[src/rtl/uart_rx_cfg.sv]
// rtl/uart_rx_cfg.sv - parametrised UART receiver with majority-vote sampling and valid/ready output
//
// Ports:
//   clk         system clock
//   rst         synchronous reset, active-high
//   rx          asynchronous serial line, idle high
//   data_out    received payload (DATA_BITS wide, LSB first on the line)
//   valid       data_out and flags valid, held until ready
//   ready       consumer accepts when valid && ready
//   parity_err  parity mismatch for the current data_out
//   frame_err   a stop bit was sampled 0 for the current data_out
//   overrun     1-clk pulse: a frame completed while valid && !ready and was dropped
//   busy        high from start-bit detection until return to idle
//   break_det   1-clk pulse on a line break
//
// Optional feature macro: UART_RX_BREAK_DETECT_EN
//   defined   - an all-zero frame pulses break_det instead of being delivered
//   undefined - break_det is tied 0 and a break is delivered as data 0 with frame_err
module uart_rx_cfg #(
    parameter int CLK_FREQ   = 100000000,
    parameter int BAUD_RATE  = 115200,
    parameter int DATA_BITS  = 8,
    parameter int PARITY     = 0,
    parameter int STOP_BITS  = 1,
    parameter int OVERSAMPLE = 16
) (
    input  logic                 clk,
    input  logic                 rst,
    input  logic                 rx,
    output logic [DATA_BITS-1:0] data_out,
    output logic                 valid,
    input  logic                 ready,
    output logic                 parity_err,
    output logic                 frame_err,
    output logic                 overrun,
    output logic                 busy,
    output logic                 break_det
);

    localparam int DIV_RAW = CLK_FREQ / (BAUD_RATE * OVERSAMPLE);
    localparam int DIV     = (DIV_RAW < 1) ? 1 : DIV_RAW;
    localparam int DIV_W   = (DIV > 1) ? $clog2(DIV) : 1;
    localparam int SC_W    = $clog2(OVERSAMPLE);

    localparam logic [DIV_W-1:0] DIV_LAST  = DIV_W'(DIV - 1);
    localparam logic [SC_W-1:0]  IDX_A     = SC_W'(OVERSAMPLE / 2 - 1);
    localparam logic [SC_W-1:0]  IDX_B     = SC_W'(OVERSAMPLE / 2);
    localparam logic [SC_W-1:0]  IDX_C     = SC_W'(OVERSAMPLE / 2 + 1);
    localparam logic [SC_W-1:0]  IDX_END   = SC_W'(OVERSAMPLE - 1);
    localparam logic [3:0]       BC_LAST   = 4'(DATA_BITS - 1);
    localparam logic             STOP_LAST = (STOP_BITS == 2);

    typedef enum logic [2:0] {
        S_IDLE,
        S_START,
        S_DATA,
        S_PARITY,
        S_STOP
    } state_t;

    state_t state, state_n;

    logic                 rx_m, rx_s;
    logic [1:0]           settle;
    logic                 armed;
    logic [DIV_W-1:0]     div_cnt;
    logic [SC_W-1:0]      s_cnt;
    logic                 v_a, v_b;
    logic [3:0]           bit_cnt;
    logic                 stop_cnt;
    logic [DATA_BITS-1:0] shreg;
    logic                 par_pend, frm_pend;

    logic tick, mid, bit_end, maj, start_det, frame_done, exp_par, is_break;

    assign tick      = (div_cnt == DIV_LAST);
    assign mid       = tick && (s_cnt == IDX_C);
    assign bit_end   = tick && (s_cnt == IDX_END);
    // Third vote is the live sample, so the decision is made on the third tick.
    assign maj       = (v_a & v_b) | (v_a & rx_s) | (v_b & rx_s);
    assign start_det = (state == S_IDLE) && armed && !rx_s;
    assign exp_par   = (PARITY == 1) ? ~(^shreg) : (^shreg);
    assign busy      = (state != S_IDLE);

    always_ff @(posedge clk) begin
        if (rst) begin
            state <= S_IDLE;
        end else begin
            state <= state_n;
        end
    end

    always_comb begin
        state_n    = state;
        frame_done = 1'b0;
        case (state)
            S_IDLE: begin
                if (start_det) begin
                    state_n = S_START;
                end
            end
            S_START: begin
                if (mid && maj) begin
                    state_n = S_IDLE;
                end else if (bit_end) begin
                    state_n = S_DATA;
                end
            end
            S_DATA: begin
                if (bit_end && (bit_cnt == BC_LAST)) begin
                    state_n = (PARITY != 0) ? S_PARITY : S_STOP;
                end
            end
            S_PARITY: begin
                if (bit_end) begin
                    state_n = S_STOP;
                end
            end
            S_STOP: begin
                // Leaving at mid-bit of the last stop gives half a bit of resync margin.
                if (mid && (stop_cnt == STOP_LAST)) begin
                    frame_done = 1'b1;
                    state_n    = S_IDLE;
                end
            end
            default: state_n = S_IDLE;
        endcase
    end

`ifdef UART_RX_BREAK_DETECT_EN
    logic ones_seen;

    assign is_break = frame_done && !(ones_seen || maj);

    always_ff @(posedge clk) begin
        if (rst) begin
            ones_seen <= 1'b0;
            break_det <= 1'b0;
        end else begin
            break_det <= is_break;
            if (start_det) begin
                ones_seen <= 1'b0;
            end else if (mid && maj) begin
                ones_seen <= 1'b1;
            end
        end
    end
`else
    assign is_break  = 1'b0;
    assign break_det = 1'b0;
`endif

    always_ff @(posedge clk) begin
        if (rst) begin
            rx_m       <= 1'b1;
            rx_s       <= 1'b1;
            settle     <= 2'b00;
            armed      <= 1'b0;
            div_cnt    <= '0;
            s_cnt      <= '0;
            v_a        <= 1'b0;
            v_b        <= 1'b0;
            bit_cnt    <= '0;
            stop_cnt   <= 1'b0;
            shreg      <= '0;
            par_pend   <= 1'b0;
            frm_pend   <= 1'b0;
            data_out   <= '0;
            valid      <= 1'b0;
            parity_err <= 1'b0;
            frame_err  <= 1'b0;
            overrun    <= 1'b0;
        end else begin
            rx_m    <= rx;
            rx_s    <= rx_m;
            // The sync flops reset high; wait until they carry real line samples
            // before arming, so a line held low through reset is not a start.
            settle  <= {settle[0], 1'b1};
            overrun <= 1'b0;

            if (state == S_IDLE) begin
                if (start_det) begin
                    armed    <= 1'b0;
                    div_cnt  <= '0;
                    s_cnt    <= '0;
                    bit_cnt  <= '0;
                    stop_cnt <= 1'b0;
                    par_pend <= 1'b0;
                    frm_pend <= 1'b0;
                end else if (settle[1] && rx_s) begin
                    armed <= 1'b1;
                end
            end else begin
                div_cnt <= tick ? '0 : div_cnt + 1'b1;
                if (tick) begin
                    s_cnt <= (s_cnt == IDX_END) ? '0 : s_cnt + 1'b1;
                    if (s_cnt == IDX_A) begin
                        v_a <= rx_s;
                    end
                    if (s_cnt == IDX_B) begin
                        v_b <= rx_s;
                    end
                end
                if (mid) begin
                    case (state)
                        S_DATA:   shreg <= {maj, shreg[DATA_BITS-1:1]};
                        S_PARITY: if (maj != exp_par) par_pend <= 1'b1;
                        S_STOP:   if (!maj) frm_pend <= 1'b1;
                        default:  ;
                    endcase
                end
                if (bit_end) begin
                    if (state == S_DATA) begin
                        bit_cnt <= (bit_cnt == BC_LAST) ? '0 : bit_cnt + 1'b1;
                    end
                    if (state == S_STOP) begin
                        stop_cnt <= 1'b1;
                    end
                end
            end

            // Output register: an accept in the same clk frees it for the new frame.
            if (frame_done && !is_break) begin
                if (!valid || ready) begin
                    data_out   <= shreg;
                    parity_err <= par_pend;
                    frame_err  <= frm_pend | ~maj;
                    valid      <= 1'b1;
                end else begin
                    overrun <= 1'b1;
                end
            end else if (valid && ready) begin
                valid <= 1'b0;
            end
        end
    end

endmodule

[config.mk]
export PLATFORM = sky130hd
export DESIGN_NAME = uart_rx_cfg
export DESIGN_NICKNAME = d
export VERILOG_FILES = /design/src/rtl/uart_rx_cfg.sv
export SDC_FILE = /design/constraint.sdc
export NUM_CORES = 1
export LEC_CHECK = 0
export BUFFER_PORTS_ARGS = -buffer_cell sky130_fd_sc_hd__buf_4
export CAP_MARGIN = 20
export CORE_MARGIN = 1
export CORE_UTILIZATION = 45
export CTS_BUF_LIST = sky130_fd_sc_hd__clkbuf_8
export DETAILED_ROUTE_END_ITERATION = 12
export PLACE_DENSITY = 0.65
export SLEW_MARGIN = 20
export SYNTH_ARGS = -nofsm -noshare
export SYNTH_HDL_FRONTEND = slang
export SYNTH_SLANG_ARGS = --single-unit
[constraint.sdc]
create_clock -name clk -period 1.98 [get_ports clk]
set_input_delay 0.099 -clock clk [delete_from_list [all_inputs] [get_ports clk]]
set_output_delay 0.099 -clock clk [all_outputs]
set_load 0.02 [all_outputs]
==> reports/qor.txt, run 1 <==
CTS buffer count: 5
Power Total: 1.75 mW
Clock transition at path regs: 0.09 ns
Total GRT Usage: 19.0%
sequential fraction of the synthesis area: 44.1%
GPL Wtd Cong: 0.882
period utilization: 97.5%
fraction of layout cells with a size suffix above 1: 23.4%
Power Internal: 1.36 mW
CP max FO: 8
hold path depth: 3
WP buf/inv: 2
Starting Density: 48.0%
most frequent cell after synthesis: dfxtp_1
cells on worst reg2reg path: 8
Synth Area per Inst: 9.04 um^2
dpl hpwl: 2970 um
Seq pwr share: 54.7%
Worst setup EP type: flip-flop
Clk Latency, worst-skew pair: 0.31 ns
Fmax: 0.518 GHz
pwr/cell area: 674 nW/um^2
final hold viol count: 0
Final Core Density: 58.5%
# nets final: 282
leakage power: 1.14 nW
DRT Pass-1 Iters: 6
Post-synth EDFFs: 0
CTS Root Cell: clkbuf_8
Post-Layout Cell Count: 325
r2r endpoint: data_out[4]
Layout area overhead: 21.8%
antenna viol nets, final: 0
routed via count: 1,765
worst hold path class: input port to flip-flop
Critical Path RT: 2.17 ns
family with the most delay on the worst path: simple AND/OR/NAND/NOR gates
final setup violation count: 0
WL/cell: 13.7 um
Synth Instances: 236
final hold slack: 0.129 ns
post-synthesis cell area: 2130 um^2
kind of critical path: flip-flop to flip-flop
Synth Flop Type: dfxtp_1
initial antenna violation count: 0
DP Cell Count: 312
Critical Path AT: 2.12 ns
RSZ-0062 raised after global routing: yes
Hold EP: overrun
sw power: 0.396 mW
initial drt markers: 86
number of clock sinks: 47
min setup slack post-route: 0.0503 ns
gr ovfl total: 0
largest net degree at the start of global routing: 43
Total Wirelength: 4450 um
n_diodes: 0
Final Cell Area: 2600 um^2
hold_sp: ready
Synth area leaders: dfxtp_1 44%, mux2i_1 9.4%, nor2_1 6.3%
top cell type's share of synthesized area: 44.1%
MaxCap Viol Count: 0
status: complete, no violations
H-tree levels: 2
crit-path max cell delay: 0.55 ns
most instantiated cells after synthesis: 47 x dfxtp_1, 36 x nor2_1, 20 x mux2i_1
Clock Power Share: 42.0%
Switching Share: 22.6%
Synth area leader: dfxtp_1
slowest stage cell, crit path: or4b_4
Remaining DRCs: 0
Horiz. Die Dim: 70.9 um
clk buf depth: 2
reg2reg start: div_cnt[1]
Fillers: 391
Port Buffers: 16
Final min period: 1.93 ns
Gate power share: 3.3%
row cnt: 24
first-pass GRT wire length: 7570 um
area of the die: 5020 um^2
Ports: 18
placed cell area: 2410 um^2
Max Clock Skew: 0.00851 ns
Synthesized Nets: 246
vias per cell: 5.43
vias in the first global route: 1,614
Yosys cell types: 47
register-to-register setup slack: 0.05 ns
pre-CTS setup slack: -0.0387 ns
Worst setup SP type: flip-flop
CTS tree: built
pins over their slew limit: 0
asr flop ratio synth: 0%
CP cell instances: inv_2 -> ha_4 -> and4b_2 -> nand4_1 -> or4b_4 -> buf_12 -> mux2i_1 -> nor2_1
#FFs+latches synth: 47
Die Ht: 70.9 um
VDD IR max: 440 uV
synth warn: 0
sum of negative setup slack: 0 ns
core outline area: 4440 um^2
## power by group through the flow
stage | Combinational, mW | Sequential, mW | Clock (mW)
after floorplan | 0.0387 | 0.978 | 0
after global placement | 0.0560 | 0.979 | 0
after detailed placement | 0.0558 | 0.979 | 0
after CTS | 0.0585 | 0.958 | 0.743
after global routing | 0.0645 | 0.959 | 0.785
final | 0.0584 | 0.958 | 0.735
## how the worst max path moves through the flow
stage          slack, ns       start  depth (start not counted)          end
5_1_grt            -0.06  div_cnt[1]                          8   parity_err
2_1_floorplan      -0.06  div_cnt[1]                          7    frame_err
3_5_place_dp       -0.04  div_cnt[1]                          6    frame_err
3_3_place_gp        0.01  div_cnt[1]                          6    frame_err
6_report            0.05  div_cnt[1]                          8  data_out[4]
4_1_cts             0.01  div_cnt[1]                          7   bit_cnt[3]
## per-layer routing
layer  wire length (um)  track usage, %  vias to the layer above
met3                141            4.84                        6
met2               1880            28.7                       29
met1               2370            26.9                      829
li1                   -               -                      901
met5                  0               0                        -
met4                 54            5.33                        0
## cell usage in the layout, fill, tap and decap left out, types with 4 or more instances in the layout
cell type  instances
dfxtp_1           43
xnor2_1            6
nor2b_1            5
a21oi_1           18
nand3_1            8
o21ai_0            6
nand2_1            9
clkbuf_8           5
nor3_1             9
mux2i_1           20
buf_4             37
dfxtp_2            4
inv_1              7
nor2_1            36
ha_1               5
## kinds of logic (layout without fill, tap and decap cells)
logic type,after synthesis,in the layout,share of synthesized area [%]
simple gates,91,91,21.6
flops,47,47,44.1
xor+xnor,7,7,3.52
buf+inv,19,56,3.99
compound gates,44,44,13.3
other cells,1,1,0.176
fa+ha+maj,7,7,3.99
mux,20,20,9.38
## worst reg2reg max path, cell delays in order, from the launching register on
cell and delay (ns):
dfxtp_2 0.33, inv_2 0.06, ha_4 0.12, and4b_2 0.26, nand4_1 0.14, or4b_4 0.55, buf_12 0.17, mux2i_1 0.14
nor2_1 0.05
## repair_timing
item                                    in CTS  in global routing
pin swaps                                    6                  2
resized for setup                            5                  2
hold endpoints to repair                     1                  0
endpoints found under the setup margin       2                 20
setup buffers                                4                  0
hold buffers                                 1                  0
## registers in the layout, indices dropped and copies added (netlist names)
| register | flops |
|---|---|
| settle | 2 |
| state | 3 |
| stop_cnt | 1 |
| shreg | 8 |
| parity_err | 1 |
| frame_err | 1 |
| rx_m | 1 |
| s_cnt | 4 |
| armed | 1 |
| data_out | 8 |
| div_cnt | 6 |
| frm_pend | 1 |
| overrun | 1 |
| v_a | 1 |
| rx_s | 1 |
| par_pend | 1 |
| bit_cnt | 4 |
| v_b | 1 |
| valid | 1 |
## final cells by class
type | count | area (um^2) | area share (%)
clock buffers | 5 | 68.8 | 2.65
clock inverters | 3 | 46.3 | 1.78
inverters | 9 | 33.8 | 1.30
multi-input cells | 170 | 1130 | 43.5
flip-flops and latches | 47 | 946 | 36.4
well taps | 52 | 65.1 | 2.50
repair buffers | 39 | 308 | 11.8
Note: power is estimated with default switching activity, not from simulation.
==> run 2: changes to the inputs <==
Settings changed: PLACE_DENSITY 0.65 to not set, PLACE_DENSITY_LB_ADDON set to 0.1.
==> run 2 against run 1 <==
  * The run now ends with negative setup slack left
  * Register-to-register slack worse by 0.06 ns
  * Via count is 0.45% lower
  * Clock power is 16% lower
  * Largest power group unchanged
  * Largest cell class unchanged
  * Sequential power hardly changed
==> reports/qor.txt, run 2 (same netlist as run 1, synthesis figures left out) <==
first-pass GRT wire length: 7750 um
area of the die: 5020 um^2
largest net degree at the start of global routing: 43
vias per cell: 5.42
number of clock sinks: 47
Total GRT Usage: 19.5%
Crit. Startpoint: div_cnt[1]
WL/cell: 13.7 um
min setup slack post-route: -0.00986 ns
Critical Path RT: 2.16 ns
pins over their slew limit: 0
CTS Root Cell: clkbuf_8
VDD IR max: 424 uV
register-to-register setup slack: -0.01 ns
Port Buffers: 16
CTS tree: built
core outline area: 4440 um^2
n_diodes: 0
row cnt: 24
Slew Limit Headroom: 64.7%
initial antenna violation count: 0
Remaining DRCs: 0
initial drt markers: 89
reg2reg start: div_cnt[1]
Worst setup EP type: flip-flop
Clk Latency, worst-skew pair: 0.30 ns
status: complete, but fails checks
fraction of layout cells with a size suffix above 1: 22.8%
most frequent cells in the layout: 44 x dfxtp_1, 36 x nor2_1, 36 x buf_4, 20 x mux2i_1, 18 x a21oi_1
Worst-Margin Slew: 0.527 ns
period utilization: 100%
final hold viol count: 0
Clock transition at path regs: 0.10 ns
failing checks: negative setup slack
# nets final: 281
antenna viol nets, final: 0
dpl hpwl: 3100 um
pwr/cell area: 633 nW/um^2
vias in the first global route: 1,757
Total Wirelength: 4450 um
Largest regs: data_out (8), shreg (8), div_cnt (6)
Worst setup SP type: flip-flop
DRT Pass-1 Iters: 4
sum of negative setup slack: -0.0253 ns
Layout area overhead: 20.6%
leading cell type in the layout, fill and taps excluded: dfxtp_1
GPL Wtd Cong: 0.785
clk buf depth: 2
routed via count: 1,757
H-tree levels: 2
hold_sp: ready
Ports: 18
final setup violation count: 6
gr ovfl total: 0
Die Ht: 70.9 um
Final min period: 1.99 ns
Critical Path AT: 2.17 ns
CTS buffer count: 5
worst hold path class: input port to flip-flop
Horiz. Die Dim: 70.9 um
MaxCap Viol Count: 0
Max Clock Skew: 0.00806 ns
Starting Density: 48.0%
Final Cell Area: 2570 um^2
kind of critical path: flip-flop to flip-flop
RSZ-0062 raised after global routing: yes
Fmax: 0.503 GHz
leakage power: 1.13 nW
placed cell area: 2430 um^2
CP max FO: 9
-- run 2: repair_timing --
item	CTS	global route
hold endpoints to repair	1	0
pin swaps	6	3
cloned	0	0
gates resized for setup	5	1
buffers inserted	2	0
hold buffers	1	0
endpoints found under the setup margin	10	11
-- run 2: final timing paths --
check	cells past startpoint	to
setup / recovery	8	data_out[2]
hold / removal	3	overrun
setup reg to reg	8	data_out[2]
hold reg to reg	1	rx_s
-- run 2: through the flow --
stage / power (mW) / worst slack (ns) / hold slack [ns] / std cells / util (%)
2_1_floorplan: 1.02 / -0.0620 / 0.203 / 236 / -
3_3_place_gp: 1.03 / -0.0115 / 0.286 / 313 / 54.6
3_5_place_dp: 1.03 / -0.0420 / 0.287 / 313 / 54.6
4_1_cts: 1.65 / -0.0190 / 0.0863 / 324 / 57.8
5_1_grt: 1.69 / -0.0997 / 0.135 / 324 / 57.9
6_report: 1.63 / -0.00986 / 0.0972 / 324 / 57.9
-- run 2: layer usage --
metal	up-vias	global-route usage, %	wire [um]
met3	4	2.99	106
met1	830	24.0	2150
met4	0	8.00	59
li1	897	-	-
met2	26	34.2	2140
met5	-	0	0
-- run 2: critical path: stages, from the launching register on --
cell and delay, ns:
dfxtp_2 0.34, inv_2 0.06, ha_4 0.12, and4b_2 0.27, nand4_1 0.15, or4b_4 0.56
buf_12 0.17, mux2i_1 0.14, nor2_1 0.05
-- run 2: power by group --
group / total, mW / leakage (nW) / internal (mW) / switching [mW]
clock network: 0.614 / 0.0491 / 0.260 / 0.354
registers: 0.958 / 0.381 / 0.953 / 0.00504
logic: 0.0574 / 0.699 / 0.0216 / 0.0358
total: 1.63 / 1.13 / 1.23 / 0.395
-- run 2: layout make-up --
class	instances	area [um^2]
tap	52	65.1
inverter	9	33.8
timing repair buffer	38	300
clock inverter	3	26.3
sequential	47	945
fill	410	1870
clock buffer	5	68.8
multi-input combinational	170	1130
==> run 3: changes to the inputs <==
Settings changed: GPL_TIMING_DRIVEN set to 0.
==> run 3 against run 2 <==
  * The flow still finishes with violations (negative setup slack)
  * Core utilization grew 0.084 points
  * Clock-buffer cell count is the same
  * Via count about the same
  * Setup slack got worse by 0.093 ns
  * Die area did not move
  * Clock skew is 0.0026 ns lower
  * Sequential power barely moved
  * Critical path type unchanged
  * Critical endpoint is now frame_err
==> reports/qor.txt, run 3 (same netlist as run 1, synthesis figures left out) <==
clk buf depth: 2
Worst setup EP type: flip-flop
CTS Root Cell: clkbuf_8
# nets final: 277
GPL Wtd Cong: 0.812
antenna viol nets, final: 0
row cnt: 24
WL/cell: 14.4 um
Final Core Density: 58.0%
hold path depth: 3
Total Wirelength: 4610 um
MaxCap Viol Count: 0
largest net degree at the start of global routing: 16
DP Cell Count: 303
Layout area overhead: 20.8%
first-pass GRT wire length: 7750 um
routed via count: 1,758
Final min period: 2.08 ns
CTS buffer count: 5
area of the die: 5020 um^2
Total GRT Usage: 19.8%
gr ovfl total: 0
period utilization: 105%
DRT Pass-1 Iters: 4
vias per cell: 5.49
min setup slack post-route: -0.103 ns
Max Clock Skew: 0.00543 ns
RSZ-0062 raised after global routing: yes
dpl hpwl: 3050 um
fraction of layout cells with a size suffix above 1: 21.3%
vias in the first global route: 1,746
initial drt markers: 121
worst hold path class: input port to flip-flop
Clock transition at path regs: 0.09 ns
Worst-Margin Slew: 0.611 ns
Slew Limit Headroom: 59.2%
Fmax: 0.480 GHz
Ports: 18
Critical Path AT: 2.27 ns
Remaining DRCs: 0
final setup violation count: 4
Starting Density: 48.0%
final hold viol count: 0
leading cell type in the layout, fill and taps excluded: dfxtp_1
cells on worst reg2reg path: 7
leakage power: 1.10 nW
pins over their slew limit: 0
Die Ht: 70.9 um
Worst setup SP type: flip-flop
H-tree levels: 2
n_diodes: 0
status: complete, but fails checks
Largest regs: data_out (8), shreg (8), div_cnt (6)
Port Buffers: 15
Post-Layout Cell Count: 320
pwr/cell area: 618 nW/um^2
Horiz. Die Dim: 70.9 um
number of clock sinks: 47
Power Total: 1.59 mW
CP max FO: 5
Critical Path RT: 2.17 ns
CTS tree: built
core outline area: 4440 um^2
VDD IR max: 493 uV
failing checks: negative setup slack
initial antenna violation count: 0
Clk Latency, worst-skew pair: 0.30 ns
most frequent cells in the layout: 43 x dfxtp_1, 35 x nor2_1, 24 x buf_4, 20 x mux2i_1, 17 x a21oi_1
kind of critical path: flip-flop to flip-flop
run 3: cell count changes in the layout (fill, tap and decap cells not counted), sizes merged:
cell,delta
clkinvlp,+1
clkbuf,+5
clkinv,-1
buf,-9
run 3: per-stage QoR:
| step | area (um^2) | TNS [ns] | hold WS, ns | setup WS (ns) |
|---|---|---|---|---|
| final | 2580 | -0.153 | 0.0941 | -0.103 |
| after global routing | 2580 | -0.958 | 0.0963 | -0.159 |
| after CTS | 2560 | -0.159 | 0.0885 | -0.101 |
| after detailed placement | 2320 | -3.56 | 0.290 | -0.286 |
| after global placement | 2320 | -3.37 | 0.284 | -0.298 |
| after floorplan | 2140 | -0.0934 | 0.203 | -0.0620 |
run 3: cell type report:
type	instances	area, um^2
Fill cell	395	1870
Multi-Input combinational cell	170	1170
Buffer	10	63.8
Inverter	9	36.3
Sequential cell	47	951
Clock buffer	5	68.8
Tap cell	52	65.1
Clock inverter	3	20.0
Timing Repair Buffer	24	203
run 3: worst max-delay path: stages, from the launching register on:
cell and delay [ns]:
dfxtp_2 0.33, inv_2 0.05, ha_4 0.12, and4b_2 0.24
nand4_1 0.16, or4b_4 0.59, buf_12 0.17, o311a_1 0.31
run 3: final timing paths:
path	start	to	slack, ns
worst max register to register	div_cnt[1]	frame_err	-0.10
worst min-delay path	ready	overrun	0.09
worst max-delay path	div_cnt[1]	frame_err	-0.10
worst min register to register	rx_m	rx_s	0.42
run 3: what timing repair did:
| item | in CTS | in global routing |
|---|---|---|
| resized for setup | 16 | 5 |
| cloned | 1 | 0 |
| hold buffers | 1 | 0 |
| setup buffers | 7 | 0 |
| endpoints found under the hold margin | 1 | 0 |
| endpoints found under the setup margin | 22 | 19 |
| pin swaps | 4 | 1 |
run 3: power by group:
group          switching (mW)  internal [mW]
registers             0.00493          0.950
clock network           0.325          0.249
logic                  0.0410         0.0223
run 3: routing by layer:
layer  wire [um]  track usage (%)
met1        2080             23.4
met5           0                0
met4          55             7.78
met3         190             4.42
met2        2280             34.9
